`config.mk`:
```
export PLATFORM = sky130hd
export DESIGN_NAME = cpu_bus_responder
export DESIGN_NICKNAME = d
export VERILOG_FILES = /design/src/rtl/cpu_bus_responder_pkg.sv /design/src/rtl/cpu_bus_regfile.sv /design/src/rtl/cpu_bus_responder.sv
export SDC_FILE = /design/constraint.sdc
export NUM_CORES = 1
export LEC_CHECK = 0
export BUFFER_PORTS_ARGS = -buffer_cell sky130_fd_sc_hd__clkbuf_2
export CAP_MARGIN = 5
export CORE_ASPECT_RATIO = 0.5
export CORE_MARGIN = 3
export CORE_UTILIZATION = 56
export CTS_CLUSTER_DIAMETER = 200
export DETAILED_ROUTE_END_ITERATION = 12
export PLACE_DENSITY = 0.76
export SLEW_MARGIN = 20
export SYNTH_ARGS = -nofsm -noshare
export SYNTH_HDL_FRONTEND = slang
export SYNTH_SLANG_ARGS = --single-unit
```
`constraint.sdc`:
```
create_clock -name clk -period 2.1 [get_ports clk]
set_input_delay 0 -clock clk [delete_from_list [all_inputs] [get_ports clk]]
set_output_delay 0 -clock clk [all_outputs]
set_load 0.01 [all_outputs]
```
`src/rtl/cpu_bus_responder_pkg.sv`:
```
// ---------------------------------------------------------------------------
// cpu_bus_responder_pkg
// Shared definitions for the CPU bus responder and its register file:
//   - state_e           : responder FSM state encoding
//   - DEFAULT_BASE_ADDR : default address of register 0
//   - DEFAULT_NREGS     : default number of 8-bit registers
// ---------------------------------------------------------------------------
package cpu_bus_responder_pkg;

    typedef enum logic [1:0] {
        ST_IDLE = 2'd0,
        ST_RESP = 2'd1,
        ST_HOLD = 2'd2
    } state_e;

    localparam logic [7:0] DEFAULT_BASE_ADDR = 8'h10;
    localparam int         DEFAULT_NREGS     = 16;

endpackage

```
`src/rtl/cpu_bus_regfile.sv`:
```
// ---------------------------------------------------------------------------
// cpu_bus_regfile
// Register array with address decode, synchronous write and registered read.
// Optional feature macro: CPU_BUS_RESPONDER_PARITY_EN (even parity per word).
// Ports:
//   clk, reset    : clock, synchronous active-high reset (clears all words)
//   cap_i         : access capture strobe; loads the read register
//   rd_i          : captured access is a plain read
//   wr_en_i       : captured access is a plain write
//   addr_i        : byte address
//   wdata_i       : write data
//   par_inv_i     : (parity build) invert the parity bit stored on writes
//   par_err_o     : (parity build) registered parity mismatch of the last read
//   rdata_o       : registered read data (00 for non-reads / out of window)
//   in_win_o      : combinational decode, addr_i is inside the window
// ---------------------------------------------------------------------------
module cpu_bus_regfile
    import cpu_bus_responder_pkg::*;
#(
    parameter logic [7:0] BASE_ADDR = DEFAULT_BASE_ADDR,
    parameter int         NREGS     = DEFAULT_NREGS
) (
    input  logic       clk,
    input  logic       reset,
    input  logic       cap_i,
    input  logic       rd_i,
    input  logic       wr_en_i,
    input  logic [7:0] addr_i,
    input  logic [7:0] wdata_i,
`ifdef CPU_BUS_RESPONDER_PARITY_EN
    input  logic       par_inv_i,
    output logic       par_err_o,
`endif
    output logic [7:0] rdata_o,
    output logic       in_win_o
);

    localparam logic [8:0] NREGS_W = 9'(NREGS);

    // The subtraction is 8-bit unsigned; the explicit >= test keeps addresses
    // below the base from wrapping into the window.
    logic [7:0] idx;
    assign idx      = addr_i - BASE_ADDR;
    assign in_win_o = (addr_i >= BASE_ADDR) && ({1'b0, idx} < NREGS_W);

    logic [NREGS*8-1:0] mem_flat;
    logic [NREGS-1:0]   par_flat;

    genvar gi;
    generate
        for (gi = 0; gi < NREGS; gi++) begin : g_reg
            logic [7:0] word_q;
            logic       par_q;
            always_ff @(posedge clk) begin
                if (reset) begin
                    word_q <= 8'h00;
                    par_q  <= 1'b0;
                end else if (wr_en_i && in_win_o && (idx == 8'(gi))) begin
                    word_q <= wdata_i;
`ifdef CPU_BUS_RESPONDER_PARITY_EN
                    par_q  <= (^wdata_i) ^ par_inv_i;
`else
                    par_q  <= 1'b0;
`endif
                end
            end
            assign mem_flat[gi*8 +: 8] = word_q;
            assign par_flat[gi]        = par_q;
        end
    endgenerate

    logic [7:0] rd_word;
    logic       rd_par;
    always_comb begin
        rd_word = 8'h00;
        rd_par  = 1'b0;
        for (int i = 0; i < NREGS; i++) begin
            if (idx == 8'(i)) begin
                rd_word = mem_flat[i*8 +: 8];
                rd_par  = par_flat[i];
            end
        end
    end

    logic [7:0] rdata_q, rdata_d;
    logic       par_err_q, par_err_d;
    logic       rd_hit;

    assign rd_hit    = rd_i && in_win_o;
    assign rdata_d   = cap_i ? (rd_hit ? rd_word : 8'h00) : rdata_q;
    assign par_err_d = cap_i ? (rd_hit && (rd_par != (^rd_word))) : par_err_q;

    always_ff @(posedge clk) begin
        if (reset) begin
            rdata_q   <= 8'h00;
            par_err_q <= 1'b0;
        end else begin
            rdata_q   <= rdata_d;
            par_err_q <= par_err_d;
        end
    end

    assign rdata_o = rdata_q;
`ifdef CPU_BUS_RESPONDER_PARITY_EN
    assign par_err_o = par_err_q;
`endif

endmodule

```
`src/rtl/cpu_bus_responder.sv`:
```
// ---------------------------------------------------------------------------
// cpu_bus_responder
// Single-cycle-ack register responder for a simple CPU-side bus.
// Optional feature macro: CPU_BUS_RESPONDER_PARITY_EN (adds par_inv port and
// parity errors on read).
// Ports:
//   clk, reset : clock, synchronous active-high reset
//   ce, rd, wr : chip enable and read/write strobes (strobes qualified by ce)
//   addr       : byte address
//   data_wr    : write data
//   par_inv    : (parity build) invert stored parity on writes
//   data_rd    : read data, valid in RESP/HOLD, 00 in IDLE
//   ack        : one-cycle completion pulse
//   err        : qualifies ack, access rejected
// ---------------------------------------------------------------------------
module cpu_bus_responder
    import cpu_bus_responder_pkg::*;
#(
    parameter logic [7:0] BASE_ADDR = DEFAULT_BASE_ADDR,
    parameter int         NREGS     = DEFAULT_NREGS
) (
    input  logic       clk,
    input  logic       reset,
    input  logic       ce,
    input  logic       rd,
    input  logic       wr,
    input  logic [7:0] addr,
    input  logic [7:0] data_wr,
`ifdef CPU_BUS_RESPONDER_PARITY_EN
    input  logic       par_inv,
`endif
    output logic [7:0] data_rd,
    output logic       ack,
    output logic       err
);

    state_e state_q, state_d;
    logic   capture;
    logic   in_win;
    logic   err_q, err_d;
    logic [7:0] rdata;

    // Only IDLE accepts a new access; RESP/HOLD ignore all strobes.
    assign capture = (state_q == ST_IDLE) && ce && (rd || wr);
    assign err_d   = capture ? ((rd && wr) || !in_win) : err_q;

`ifdef CPU_BUS_RESPONDER_PARITY_EN
    logic par_err;
`else
    localparam logic par_err = 1'b0;
`endif

    cpu_bus_regfile #(
        .BASE_ADDR (BASE_ADDR),
        .NREGS     (NREGS)
    ) u_regfile (
        .clk       (clk),
        .reset     (reset),
        .cap_i     (capture),
        .rd_i      (rd && !wr),
        .wr_en_i   (capture && wr && !rd),
        .addr_i    (addr),
        .wdata_i   (data_wr),
`ifdef CPU_BUS_RESPONDER_PARITY_EN
        .par_inv_i (par_inv),
        .par_err_o (par_err),
`endif
        .rdata_o   (rdata),
        .in_win_o  (in_win)
    );

    always_ff @(posedge clk) begin
        if (reset) begin
            state_q <= ST_IDLE;
            err_q   <= 1'b0;
        end else begin
            state_q <= state_d;
            err_q   <= err_d;
        end
    end

    always_comb begin
        state_d = state_q;
        ack     = 1'b0;
        err     = 1'b0;
        data_rd = 8'h00;
        case (state_q)
            ST_IDLE: begin
                if (capture) state_d = ST_RESP;
            end
            ST_RESP: begin
                ack     = 1'b1;
                err     = err_q || par_err;
                data_rd = rdata;
                state_d = ce ? ST_HOLD : ST_IDLE;
            end
            ST_HOLD: begin
                // Read data stays stable until ce is released.
                data_rd = rdata;
                if (!ce) state_d = ST_IDLE;
            end
            default: state_d = ST_IDLE;
        endcase
    end

endmodule

```
==> results_dict.tcl, run 1 <==
set metrics [dict create \
    p_seq_share_pct 43.6 \
    start_kind "flop" \
    drc_errors 0 \
    cp-end-kind "flop" \
    finalNetCount 847 \
    clk_path_buf_depth 2 \
    syn_nets 781 \
    fin_skew_ps 7.13 \
    hold_path_class "input port to flop" \
    gp_congestion 0.949 \
    period_share_pct 97.7 \
    required_ps 2460 \
    syn_inst 757 \
    clkLatencyLatePin_ps 420 \
    diodes 0 \
    final_cell_mix "151 x nor2_1, 139 x dfxtp_1, 132 x mux2i_1, 62 x buf_4, 37 x o21ai_0" \
    dp_cells 961 \
    clock-root-buffer "clkbuf_16" \
    fin_util_pct 71.4 \
    crit_arrival_ps 2420 \
    internal_power_uw 4460 \
    die_h_um 84.1 \
    outcome "completed" \
    h-tree-depth 4 \
    grt.total_usage_pct 30.5 \
    fillers 825 \
    period_minus_slack_ps 2050 \
    syn_to_final_growth_pct 19.6 \
    p_comb_share_pct 7.4 \
    power.density_mw_per_mm2 741 \
    cellLeakagePower_uw 0.00335 \
    tritoncts "yes" \
    ios 31 \
    coreArea_mm2 0.0115 \
    dieArea_mm2 0.0137 \
    fp.dieW_um 162 \
    crit_fanout 4 \
    ys.flop_type "dfxtp_1" \
    initial_core_util_pct 59.7 \
    drv_cap 0 \
    hold_viol_final 0 \
    avgSynthCellArea_um2 9.03 \
    synth_cell_types 61 \
    drtPass1Iterations 6 \
    fin_ws_ps 49.0 \
    drtAntennaViolNets 0 \
    dp_slack_ps -70.8 \
    p_total_uw 6060 \
    drtIter0Drc 750 \
    vdd_ir_drop_max_mv 0.534 \
    grt_remaining_overflow 0 \
    rows 27 \
    ys_seq_area_share_pct 40.7 \
    placed_area_mm2 0.00752 \
    drv_slew 0 \
    setup_viol 0 \
    clkTransAtPathRegs_ps 60 \
    ys_ff_latch 139 \
    grt_pass1_vias 5956 \
    vias 6136 \
    final_common_cell "nor2_1" \
    antenna_found_initial 0 \
    routed_wl_mm 20.8 \
    instances_no_fill 995 \
    io_buffers 30 \
    worstMarginPinSlew_ps 683 \
    p_sw_uw 1600 \
    grt_max_degree 64 \
    power_switching_share_pct 26.4 \
    synth_area_mm2 0.00684 \
    viasPerCell 6.17 \
    drive_above_1_share_pct 20.2 \
    slew_headroom_pct 54.5 \
    crit_type "flop to flop" \
    cts.sinks 139 \
    dpl.hpwl_mm 14.1 \
    final_area_mm2 0.00818 \
    fmax_mhz 488 \
    synth_edf_count 0 \
    routedWlPerCell_um 21.0 \
    ys.warnings.count 0 \
    synthArstFlopShare_pct 0 \
    grt_pass1_wl_mm 32.5 \
    pwr-share-clk_pct 49.0 \
    cts_made_buffers 17 \
]
[sequential cells by signal, summed over array words and instances, names as in the netlist]
signal,cells
u_regfile.g.word_q,128
state_q,2
err_q,1
u_regfile.rdata_o,8
[cell type report]
type / instances / area [um^2] / share of cell area, %
Multi-Input combinational cell: 562 / 3880 / 47.5
Sequential cell: 139 / 2780 / 34.0
Timing Repair Buffer: 97 / 712 / 8.70
Clock buffer: 17 / 425 / 5.20
Tap cell: 159 / 199 / 2.43
Clock inverter: 15 / 155 / 1.90
Inverter: 6 / 22.5 / 0.275
[cells by family after synthesis]
kind of cell	share of synthesized area, %
XOR/XNOR	0.128
flip-flops	40.7
AO/OA/AOI/OAI	13.2
multiplexers	20.9
buffers and inverters	3.37
adder cells (fa/ha/maj)	0.549
AND/OR/NAND/NOR	21.1
[through the flow]
stage | TNS [ps] | hold slack (ps)
floorplan | 0 | 147
global placement | -73.2 | 341
detailed placement | -107 | 348
CTS | 0 | 14.2
global route | -5.84 | 64.8
finish | 0 | 54.4
[worst max-delay path, stage by stage, from the launching register on]
cell,delay (ps)
dfxtp_1,330
inv_1,110
ha_4,160
nand2_4,70
nor3b_1,280
nor3b_2,270
o21ai_0,210
a2111oi_2,410
a221o_1,160
[synth_stat cells, types with 3 or more instances]
master | n | area share [%]
nor2_1 | 151 | 8.3
dfxtp_1 | 139 | 41
mux2i_1 | 134 | 20
nand2_1 | 37 | 2.0
o21ai_0 | 37 | 2.7
a21oi_1 | 30 | 2.2
clkbuf_1 | 28 | 1.5
nand3_1 | 15 | 1.1
buf_2 | 13 | 0.95
and2_1 | 12 | 1.1
nor2b_1 | 12 | 1.1
a211oi_1 | 10 | 1.1
nor3_1 | 10 | 0.73
o22ai_1 | 10 | 0.91
buf_1 | 8 | 0.44
mux2_2 | 8 | 1.3
nor2_8 | 8 | 2.3
o21a_1 | 7 | 0.77
a22oi_1 | 6 | 0.66
o211ai_1 | 6 | 0.66
a31oi_1 | 5 | 0.46
a32oi_1 | 5 | 0.64
inv_1 | 5 | 0.27
nand2b_1 | 5 | 0.46
a221o_1 | 4 | 0.59
a221oi_1 | 4 | 0.51
a22o_1 | 3 | 0.38
ha_1 | 3 | 0.55
nand3_2 | 3 | 0.44
nor3_4 | 3 | 0.71
[layer usage]
layer,GRT usage (%),up-vias,share of wire (%)
met4,10.1,0,2.2
met3,9.51,47,11
met2,45.8,372,43
li1,-,2811,-
met1,41.8,2906,43
met5,0,-,0
[timing repair]
item / 4_1_cts / 5_1_grt
gates resized for setup: 8 / 6
endpoints found under the setup margin: 57 / 66
hold buffers: 1 / 0
buffers inserted: 0 / 1
hold endpoints to repair: 17 / 0
pin swaps: 3 / 3
[final timing paths]
kind	start	to	slack [ps]	cells past startpoint
setup / recovery	state_q[1]	u_regfile.rdata_o[3]	50	8
hold / removal	wr	err_q	50	4
setup reg to reg	state_q[1]	u_regfile.rdata_o[3]	50	8
hold reg to reg	u_regfile.rdata_o[7]	u_regfile.rdata_o[7]	450	2
[power groups by stage]
stage               logic (uW)  clock network, uW  registers (uW)
finish                     449               2970            2640
global route               473               3120            2640
CTS                        425               2980            2640
detailed placement         416                  0            2700
global placement           415                  0            2700
floorplan                  234                  0            2700
Power figures use the tool's default switching activity.
==> run 2, diff against run 1 <==
MAX_ROUTING_LAYER = met4   (was not set)
==> results_dict.tcl, run 2 (synthesized netlist as in run 1, its figures left out) <==
set metrics [dict create \
    outcome "completed" \
    crit_fanout 8 \
    drc_errors 0 \
    clkLatencyLatePin_ps 420 \
    fillers 876 \
    worstMarginPinSlew_ps 766 \
    dpl.hpwl_mm 13.7 \
    initial_core_util_pct 59.7 \
    cp-end-kind "flop" \
    final_cell_mix "151 x nor2_1, 137 x dfxtp_1, 134 x mux2i_1, 63 x buf_4, 37 x o21ai_0" \
    period_minus_slack_ps 1970 \
    slew_headroom_pct 48.9 \
    drv_cap 0 \
    setup_viol 0 \
    dp_cells 961 \
    ios 31 \
    power.density_mw_per_mm2 736 \
    cellLeakagePower_uw 0.00336 \
    clock-root-buffer "clkbuf_16" \
    antenna_found_initial 0 \
    coreArea_mm2 0.0115 \
    hold_viol_final 0 \
    grt_pass1_vias 5876 \
    cts.sinks 139 \
    clk_path_buf_depth 2 \
    crit_arrival_ps 2250 \
    vias 6100 \
    largest_reg_flops 128 \
    drive_above_1_share_pct 20.6 \
    instances_no_fill 997 \
    vdd_ir_drop_max_mv 0.493 \
    grt_pass1_wl_mm 32.6 \
    routedWlPerCell_um 20.6 \
    hold_path_class "input port to flop" \
    drtAntennaViolNets 0 \
    fmax_mhz 507 \
    finalNetCount 849 \
    start_kind "flop" \
    grt_max_degree 72 \
    drtIter0Drc 790 \
    h-tree-depth 4 \
    die_h_um 84.1 \
    required_ps 2380 \
    fp.dieW_um 162 \
    whs_ps 50.6 \
    dieArea_mm2 0.0137 \
    cts_made_buffers 17 \
    final_common_cell "nor2_1" \
    syn_to_final_growth_pct 20.0 \
    top_register "u_regfile.g.word_q" \
    tritoncts "yes" \
    drv_slew 0 \
    routed_wl_mm 20.5 \
    gp_congestion 0.941 \
    viasPerCell 6.12 \
    crit_type "flop to flop" \
    diodes 0 \
    drtPass1Iterations 5 \
    period_share_pct 93.9 \
    rsz0062_at_grt "false" \
    grt.total_usage_pct 31.7 \
    grt_remaining_overflow 0 \
    rows 27 \
    fin_skew_ps 7.67 \
    io_buffers 30 \
    clkTransAtPathRegs_ps 60 \
    fin_util_pct 71.6 \
    p_total_uw 6030 \
]
run 2: final cells by class:
type	count	area, um^2	share of cell area [%]
multi-input cells	562	3880	47.3
repair buffers	99	739	9.01
clock inverters	14	138	1.68
flip-flops and latches	139	2790	33.9
well taps	159	199	2.42
clock buffers	18	439	5.35
inverters	6	22.5	0.275
run 2: critical path, stage by stage, from the launching register on:
cell and delay [ps]:
dfxtp_2 320, inv_2 80, ha_4 150, nand2_4 80, nor4_4 270, buf_6 200
nand2_8 130, nor2_8 260, mux2i_1 240, nor2_1 60
run 2: through the flow:
step | TNS [ps] | instance area, um^2 | setup WS (ps)
5_1_grt | 0 | 8200 | 48.3
6_report | 0 | 8200 | 128
3_5_place_dp | -253 | 7530 | -86.4
3_3_place_gp | -33.7 | 7530 | -33.7
4_1_cts | -51.3 | 8130 | -20.3
2_1_floorplan | 0 | 6840 | 98.5
run 2: final timing paths:
check,from,to,slack [ps],cells after the start
worst max-delay path,state_q[0],u_regfile.g_reg[5].word_q[3],130,9
worst min-delay path,wr,err_q,50,4
worst max register to register,state_q[0],u_regfile.g_reg[5].word_q[3],130,9
worst min register to register,u_regfile.rdata_o[7],u_regfile.rdata_o[7],460,2
run 2: what timing repair did:
| item | CTS | global route |
|---|---|---|
| endpoints found under the setup margin | 13 | 124 |
| hold buffers | 1 | 0 |
| hold endpoints to repair | 12 | 0 |
| pin swaps | 1 | 8 |
| setup buffers | 0 | 4 |
| gates resized for setup | 3 | 13 |
run 2: where the power goes:
part	internal (uW)	switching, uW
sequential	2640	3.12
clock	1680	1250
combinational	153	306
total	4480	1560
run 2: per-layer routing:
layer / wire length, um / share of wire (%) / vias up / track usage, %
li1: - / - / 2841 / -
met1: 9350 / 45 / 2886 / 43.5
met2: 8830 / 43 / 332 / 45.9
met3: 1900 / 9.3 / 41 / 7.59
met4: 458 / 2.2 / 0 / 10.4
met5: 0 / 0 / - / -
